==> src/rtl/aes_pkg.sv <==
// +----------------------------------------------------------------------------+
// | aes_pkg                                                                    |
// | GF(2^8) helpers, MixColumns coefficient rows and the engine state type.    |
// | Revision: 1.0                                                              |
// +----------------------------------------------------------------------------+
`default_nettype none

package aes_pkg;

  localparam logic [7:0]  AES_POLY = 8'h1B;
  // First row of each circulant matrix, one nibble per coefficient, index 0 first
  localparam logic [15:0] MC_FWD   = {4'h2, 4'h3, 4'h1, 4'h1};
  localparam logic [15:0] MC_INV   = {4'he, 4'hb, 4'hd, 4'h9};

  typedef enum logic [1:0] {
    ST_IDLE = 2'd0,
    ST_BUSY = 2'd1,
    ST_DONE = 2'd2
  } mc_state_e;

  function automatic logic [7:0] xtime(input logic [7:0] b);
    return {b[6:0], 1'b0} ^ (b[7] ? AES_POLY : 8'h00);
  endfunction

  function automatic logic [7:0] gf_mul(input logic [7:0] b, input logic [3:0] coef);
    logic [7:0] x2;
    logic [7:0] x4;
    logic [7:0] x8;
    x2 = xtime(b);
    x4 = xtime(x2);
    x8 = xtime(x4);
    return (coef[0] ? b  : 8'h00) ^ (coef[1] ? x2 : 8'h00) ^
           (coef[2] ? x4 : 8'h00) ^ (coef[3] ? x8 : 8'h00);
  endfunction

  function automatic logic [3:0] mc_coef(input logic inv, input int idx);
    logic [15:0] row;
    row = inv ? MC_INV : MC_FWD;
    return row[15-4*idx -: 4];
  endfunction

endpackage

`default_nettype wire

==> src/rtl/mix_column_word.sv <==
// +----------------------------------------------------------------------------+
// | mix_column_word                                                            |
// | Combinational MixColumns / InvMixColumns of one 32-bit column.             |
// | Revision: 1.0                                                              |
// +----------------------------------------------------------------------------+
`default_nettype none

module mix_column_word
  import aes_pkg::*;
(
  input  logic [31:0] col_in,
  input  logic        inv,
  output logic [31:0] col_out
);

  // Row r uses the matrix row rotated right by r: coef[(k-r) mod 4] * b[k]
  always_comb begin
    col_out = '0;
    for (int r = 0; r < 4; r++) begin
      for (int k = 0; k < 4; k++) begin
        col_out[31-8*r -: 8] = col_out[31-8*r -: 8] ^
                               gf_mul(col_in[31-8*k -: 8], mc_coef(inv, (k - r + 4) % 4));
      end
    end
  end

endmodule

`default_nettype wire

==> src/rtl/mix_columns_iter.sv <==
// +----------------------------------------------------------------------------+
// | mix_columns_iter                                                           |
// | Handshaked iterative MixColumns/InvMixColumns engine, COLS_PER_CYCLE       |
// | columns per clock. Optional final-round bypass via MIXCOL_BYPASS_EN.        |
// | Revision: 1.0                                                              |
// +----------------------------------------------------------------------------+
`default_nettype none

module mix_columns_iter
  import aes_pkg::*;
#(
  parameter int COLS_PER_CYCLE = 1
) (
  input  logic         clk,
  input  logic         rst_n,
  input  logic         in_valid,
  output logic         in_ready,
  input  logic [127:0] in_data,
  input  logic         in_inv,
`ifdef MIXCOL_BYPASS_EN
  input  logic         in_bypass,
`endif
  output logic         out_valid,
  input  logic         out_ready,
  output logic [127:0] out_data
);

  localparam int NCYC = 4 / COLS_PER_CYCLE;
  localparam int CW   = (NCYC > 1) ? $clog2(NCYC) : 1;

  generate
    if (COLS_PER_CYCLE != 1 && COLS_PER_CYCLE != 2 && COLS_PER_CYCLE != 4) begin : g_bad_cpc
      $error("mix_columns_iter: COLS_PER_CYCLE must be 1, 2 or 4");
    end
  endgenerate

  mc_state_e      r_state;
  logic [CW-1:0]  r_cnt;
  logic           r_inv;
  logic           r_live;
  logic           r_out_valid;
  logic [127:0]   r_data;

  logic           w_accept;
  logic           w_inv;
  logic           w_byp;
  logic           w_last;
  logic [CW-1:0]  w_grp;
  logic [31:0]    w_src     [4];
  logic [31:0]    w_mix_in  [COLS_PER_CYCLE];
  logic [31:0]    w_mix_out [COLS_PER_CYCLE];
  logic [127:0]   w_next;

  assign in_ready  = r_live & ((r_state == ST_IDLE) | ((r_state == ST_DONE) & out_ready));
  assign w_accept  = in_valid & in_ready;
  assign out_valid = r_out_valid;
  assign out_data  = r_data;

  // The acceptance cycle already transforms group 0 straight from in_data,
  // which is what gives out_valid exactly NCYC cycles after acceptance.
  assign w_grp  = w_accept ? '0 : r_cnt;
  assign w_inv  = w_accept ? in_inv : r_inv;
  assign w_last = (int'(w_grp) == NCYC - 1);

`ifdef MIXCOL_BYPASS_EN
  logic r_byp;
  assign w_byp = w_accept ? in_bypass : r_byp;
`else
  assign w_byp = 1'b0;
`endif

  always_comb begin
    for (int c = 0; c < 4; c++) begin
      w_src[c] = w_accept ? in_data[127-32*c -: 32] : r_data[127-32*c -: 32];
    end
    for (int j = 0; j < COLS_PER_CYCLE; j++) begin
      w_mix_in[j] = '0;
    end
    for (int c = 0; c < 4; c++) begin
      if (c / COLS_PER_CYCLE == int'(w_grp)) begin
        w_mix_in[c % COLS_PER_CYCLE] = w_src[c];
      end
    end
  end

  always_comb begin
    w_next = '0;
    for (int c = 0; c < 4; c++) begin
      if (c / COLS_PER_CYCLE == int'(w_grp)) begin
        w_next[127-32*c -: 32] = w_byp ? w_src[c] : w_mix_out[c % COLS_PER_CYCLE];
      end else begin
        w_next[127-32*c -: 32] = w_src[c];
      end
    end
  end

  generate
    for (genvar j = 0; j < COLS_PER_CYCLE; j++) begin : g_mix
      mix_column_word u_mix (
        .col_in  (w_mix_in[j]),
        .inv     (w_inv),
        .col_out (w_mix_out[j])
      );
    end
  endgenerate

  always_ff @(posedge clk or negedge rst_n) begin
    if (!rst_n) begin
      r_state     <= ST_IDLE;
      r_cnt       <= '0;
      r_inv       <= 1'b0;
      r_live      <= 1'b0;
      r_out_valid <= 1'b0;
      r_data      <= '0;
`ifdef MIXCOL_BYPASS_EN
      r_byp       <= 1'b0;
`endif
    end else begin
      r_live <= 1'b1;
      if (w_accept) begin
        r_data <= w_next;
        r_inv  <= in_inv;
`ifdef MIXCOL_BYPASS_EN
        r_byp  <= in_bypass;
`endif
        if (w_last) begin
          r_state     <= ST_DONE;
          r_out_valid <= 1'b1;
          r_cnt       <= '0;
        end else begin
          r_state     <= ST_BUSY;
          r_out_valid <= 1'b0;
          r_cnt       <= CW'(1);
        end
      end else begin
        case (r_state)
          ST_BUSY: begin
            r_data <= w_next;
            if (w_last) begin
              r_state     <= ST_DONE;
              r_out_valid <= 1'b1;
              r_cnt       <= '0;
            end else begin
              r_cnt <= r_cnt + 1'b1;
            end
          end
          ST_DONE: begin
            if (out_ready) begin
              r_state     <= ST_IDLE;
              r_out_valid <= 1'b0;
            end
          end
          ST_IDLE: ;
          default: begin
            r_state     <= ST_IDLE;
            r_out_valid <= 1'b0;
          end
        endcase
      end
    end
  end

endmodule

`default_nettype wire

==> config.mk <==
export PLATFORM = sky130hd
export DESIGN_NAME = mix_columns_iter
export DESIGN_NICKNAME = d
export VERILOG_FILES = /design/src/rtl/aes_pkg.sv /design/src/rtl/mix_column_word.sv /design/src/rtl/mix_columns_iter.sv
export SDC_FILE = /design/constraint.sdc
export NUM_CORES = 1
export LEC_CHECK = 0
export ABC_AREA = 1
export BUFFER_PORTS_ARGS = -buffer_cell sky130_fd_sc_hd__clkbuf_2
export CAP_MARGIN = 20
export CORE_MARGIN = 1
export CORE_UTILIZATION = 38
export CTS_CLUSTER_SIZE = 8
export DETAILED_ROUTE_END_ITERATION = 8
export PLACE_DENSITY_LB_ADDON = 0.12
export SLEW_MARGIN = 20
export SYNTH_ARGS = -nofsm -noshare
export SYNTH_HDL_FRONTEND = slang
export SYNTH_HIERARCHICAL = 1
export SYNTH_SLANG_ARGS = --single-unit
==> constraint.sdc <==
create_clock -name clk -period 6 [get_ports clk]
set_input_delay 0.3 -clock clk [delete_from_list [all_inputs] [get_ports clk]]
set_output_delay 0.3 -clock clk [all_outputs]
set_load 0.05 [all_outputs]
# Word level (Yosys, flattened, before mapping)
# Cells that the tools add are included.
# word_totals
input_bits	133
output_inout_bits	130
register_bits	135
elab_cells	203
# classes
n_reduce_logical	4
add_sub_neg	1
muxes	107
eq_ne	9
n_bitwise	76
# op_table
cell	n
bitwise XOR 8 bit	72
2-to-1 mux 8 bit	64
2-to-1 mux 32 bit	12
2-to-1 mux 128 bit	2
2-to-1 mux 5 bit	12
2-to-1 mux 16 bit	1
2-to-1 mux 2 bit	8
2-to-1 mux 1 bit	6
!= test 3 bit (second input constant)	2
case mux 2 bit (3 select lines)	1
equality test 2 x 1 -> 1 bit (second input constant)	2
equality test 2 bit (first input constant)	2
logical NOT 2 bit	2
AND 1 bit	3
case mux 1 bit (3 select lines)	1
AND reduction 3 bit	1
adder 2 x 1 -> 2 bit (second input constant)	1
equality test 1 x 2 -> 1 bit (first input constant)	1
equality test 2 bit (second input constant)	1
!= test 2 bit (second input constant)	1
nonzero test 2 bit	1
bitwise OR 1 bit	1

# Longest topological paths before layout
# logic_depth
word_depth	25
depth_mapped	30
mapped_depth_nobuf	27

# Cells and area by module
# Netlist, hierarchy kept.
# by_module_without_submodules
mod	area_per_inst_um2	cells_each	seq_area_each_um2	n_inst
mix_columns_iter	9522.9	1514	3353.2	1
mix_column_word	4523.1	886	0.0	1

# Worst setup path before layout
# OpenSTA, ideal clock, no wires.
# synth_timing
kind	register to register
from	register r_state[1]
to	register r_data[76] (netlist: out_data[76])
path_stages_with_launch	28
arrival_ns	3.199
path_buffers	2
period_less_slack_ns	3.317
t_required_ns	5.882
setup_slack_ns	2.683
setup_ns	0.118
cell_sequence	dfrtp_1 > nand2_1 > nand3_2 > buf_2 > clkbuf_1 > nand2_1 > nand2_1 > inv_1 > nand2_1 > nand4_1 > inv_1 > nand2_1 > nand3_1 > nand2_1 > nand2_1 > inv_1 > nand2_1 > nand2_1 > nand2_1 > nand2_1 > nand2_1 > nand2_1 > nand2_1 > nand2_1 > inv_1 > nand4_1 > nand3_1 > nand2_1
# synth_lines
element	line_no	rtl
start, declared	mix_columns_iter.sv:37	mc_state_e r_state;
start signal, assigned	mix_columns_iter.sv:109	r_state <= ST_IDLE;
start signal, assigned	mix_columns_iter.sv:127	r_state <= ST_DONE;
start signal, assigned	mix_columns_iter.sv:131	r_state <= ST_BUSY;
end signal, assigned	mix_columns_iter.sv:121	r_data <= w_next;
end signal, assigned	mix_columns_iter.sv:138	r_data <= w_next;
end, declared	mix_columns_iter.sv:42	logic [127:0] r_data;

==> results.cfg <==
[status]
outcome = completed

[worst_setup_path]
cp_top_family = simple AND/OR/NAND/NOR gates
cpPeakStageDelay_ns = 0.64
worst-path-stages = 17
crit_top_cell = nand2_1
rrSetupSlack_ns = 1.26
reg2reg_from = r_state[1]
path_max_fanout = 65
reg2reg_to = out_data[9]
endpoint = out_data[9]
cp_data_arrival_time_ns = 5.09
cp-startpoint = r_state[1]
end_kind = register
startpoint_type = register
crit_type = register to register
slowest_stage = buf_4
worst-path-buf-inv = 3
ff2ff_path_depth = 17
crit_chain = nand2_4, nand3_4, buf_4, nand2_1, nand3_1, nand4_1, inv_1, nand2_1, nand3_1, xor2_1, inv_1, nand2_1, nand2_1, nand3b_1, nand2_1, o21ai_0, o21ai_0
required_ns = 6.36

[floorplanning]
start_util_pct = 38.5
core_um2 = 36500
die_width_um = 194
row_count = 70
io_pins = 263
fp.dieH_um = 194
die_area_um2 = 37700

[grt]
overflow = 0
grt_first_pass_wirelength_mm = 91.8
antenna_found_initial = 0
grt_pass1_vias = 15400
grt_max_degree = 155
grt_usage_pct = 31.3

[logic_synthesis]
synthArstFlopShare_pct = 100
syn_area_per_cell_um2 = 5.85
synthFlopType = dfrtp_1
ys_seq_area_share_pct = 23.9
synth-seq-cells = 134
synth_cell_types = 35
synth_nets = 2533
yosysWarnings = 6
synth_area_um2 = 14000
post_synth_inst_count = 2400
synth_edf_count = 0

[drt]
drtIter0Drc = 1653
wl_per_cell_um = 19.6
met1_length_mm = 26.3
drc = 0
detail_route.vias_per_cell = 5.44
route.final.wire_length_mm = 59.6
dr.pass1.iters = 6
wl_met3_mm = 4.35
detail-route-antenna-nets = 0
num_vias = 16500
met2WireLength_mm = 26.9
highest_layer = met4

[cts]
cts_root_buf = clkbuf_16
post_cts_buffers = 0
path_clk_slew_ns = 0.06
htree_levels = 4
cts_tree = yes
cts_buffer_depth = 2
clock_latency_ns = 0.45
tritoncts.num_buffers = 17
cts_sinks = 134

[hold_path]
hold_path_class = input port to register
min_from = in_data[58]

[timing]
worstMarginPinSlew_ns = 0.840
rsz0062_at_grt = no
min_period_ns = 4.74
finalHoldViolations = 0
slew_viol_final = 0
slew_headroom_pct = 43.6
setup_viol = 0
skew_ns = 0.0269
fmax_ghz = 0.211
fin_crit_sh_pct = 78.9
setup_tns_ns = 0

[layout]
drive_gt1_share_pct = 14.2
nNetsFinal = 2691
diodes = 0
final_common_cell = nand2_1
syn_to_final_growth_pct = 15.4
design_area_um2 = 16200
mostFrequentLayoutCells = nand2_1 (927), inv_1 (305), clkbuf_2 (260)

[place]
routabilityCongestion = 0.986
placed_cell_area_um2 = 15500
place.port_buffers = 262
place_hpwl_mm = 43.7

[flow_run]
max_cap_viol_count = 0
-- cell usage after synthesis, drive strengths merged (12+ instances only) --
cell type  number  share of area (%)
nand3         183                6.9
nand2         942                 25
inv           313                8.4
a31oi          29                1.3
xor2          121                7.6
nor2          113                3.1
o21ai          73                2.6
xnor2          38                2.4
a21oi          34                1.2
nand4         211                9.4
dfrtp         134                 24
nand3b         12               0.64
o22ai          34                1.6
buf            84                3.3
clkbuf         71                1.9
-- worst min path at each step --
stage | end | cells after the start
2_1_floorplan | out_data[0] | 0
3_3_place_gp | out_data[81] | 1
3_5_place_dp | out_data[82] | 1
4_1_cts | out_data[50] | 3
5_1_grt | out_data[61] | 3
6_report | out_data[58] | 3
-- through the flow --
| step | setup slack (ns) | util (%) | std cells | hold WS, ns |
|---|---|---|---|---|
| 4_1_cts | 1.37 | 44.3 | 3038 | 0.166 |
| 3_5_place_dp | 1.35 | 42.5 | 3005 | 0.335 |
| 2_1_floorplan | 2.68 | - | 2400 | 0.00441 |
| 3_3_place_gp | 1.28 | 42.5 | 3005 | 0.346 |
| 6_report | 1.26 | 44.4 | 3039 | 0.168 |
| 5_1_grt | 0.945 | 44.4 | 3039 | 0.188 |
-- logic make-up after synthesis --
kind of cell | after synthesis | synth area share (%)
simple gates | 1466 | 45.7
compound gates | 171 | 6.72
other cells | 1 | 0.0267
buf+inv | 468 | 13.6
mux | 1 | 0.0802
xor+xnor | 159 | 10.0
flops | 134 | 23.9
-- layer usage --
metal / global-route usage [%] / vias to the layer above
li1: - / 7958
met1: 42.7 / 7725
met2: 49.7 / 754
met3: 4.52 / 95
met4: 12.2 / 0
met5: 0 / -
-- layout make-up --
class	instances	area [µm²]
clock buffer	19	443
clock inverter	13	195
fill	3910	20300
inverter	313	1170
multi-input combinational	1798	8820
sequential	134	3350
tap	468	586
timing repair buffer	294	1650
-- worst min-delay path, delay by kind of cell --
kind / cells / cell delay [ns]
AOI/OAI and AO/OA: 2 / 0.18
buffers and inverters: 1 / 0.09
-- repair_timing --
action                    in CTS  in global routing
hold endpoints to repair      62                  0
hold buffers                   1                  0
resized for setup              0                  0
-- sequential cells by signal (all words and copies together), names as in the netlist --
register / cells
out_data: 128
r_cnt: 2
r_inv: 1
r_live: 1
r_state: 2
Power is left out: the tool's default activity adds up to more than one toggle a clock period on the data nets, which glitch-free logic cannot reach.
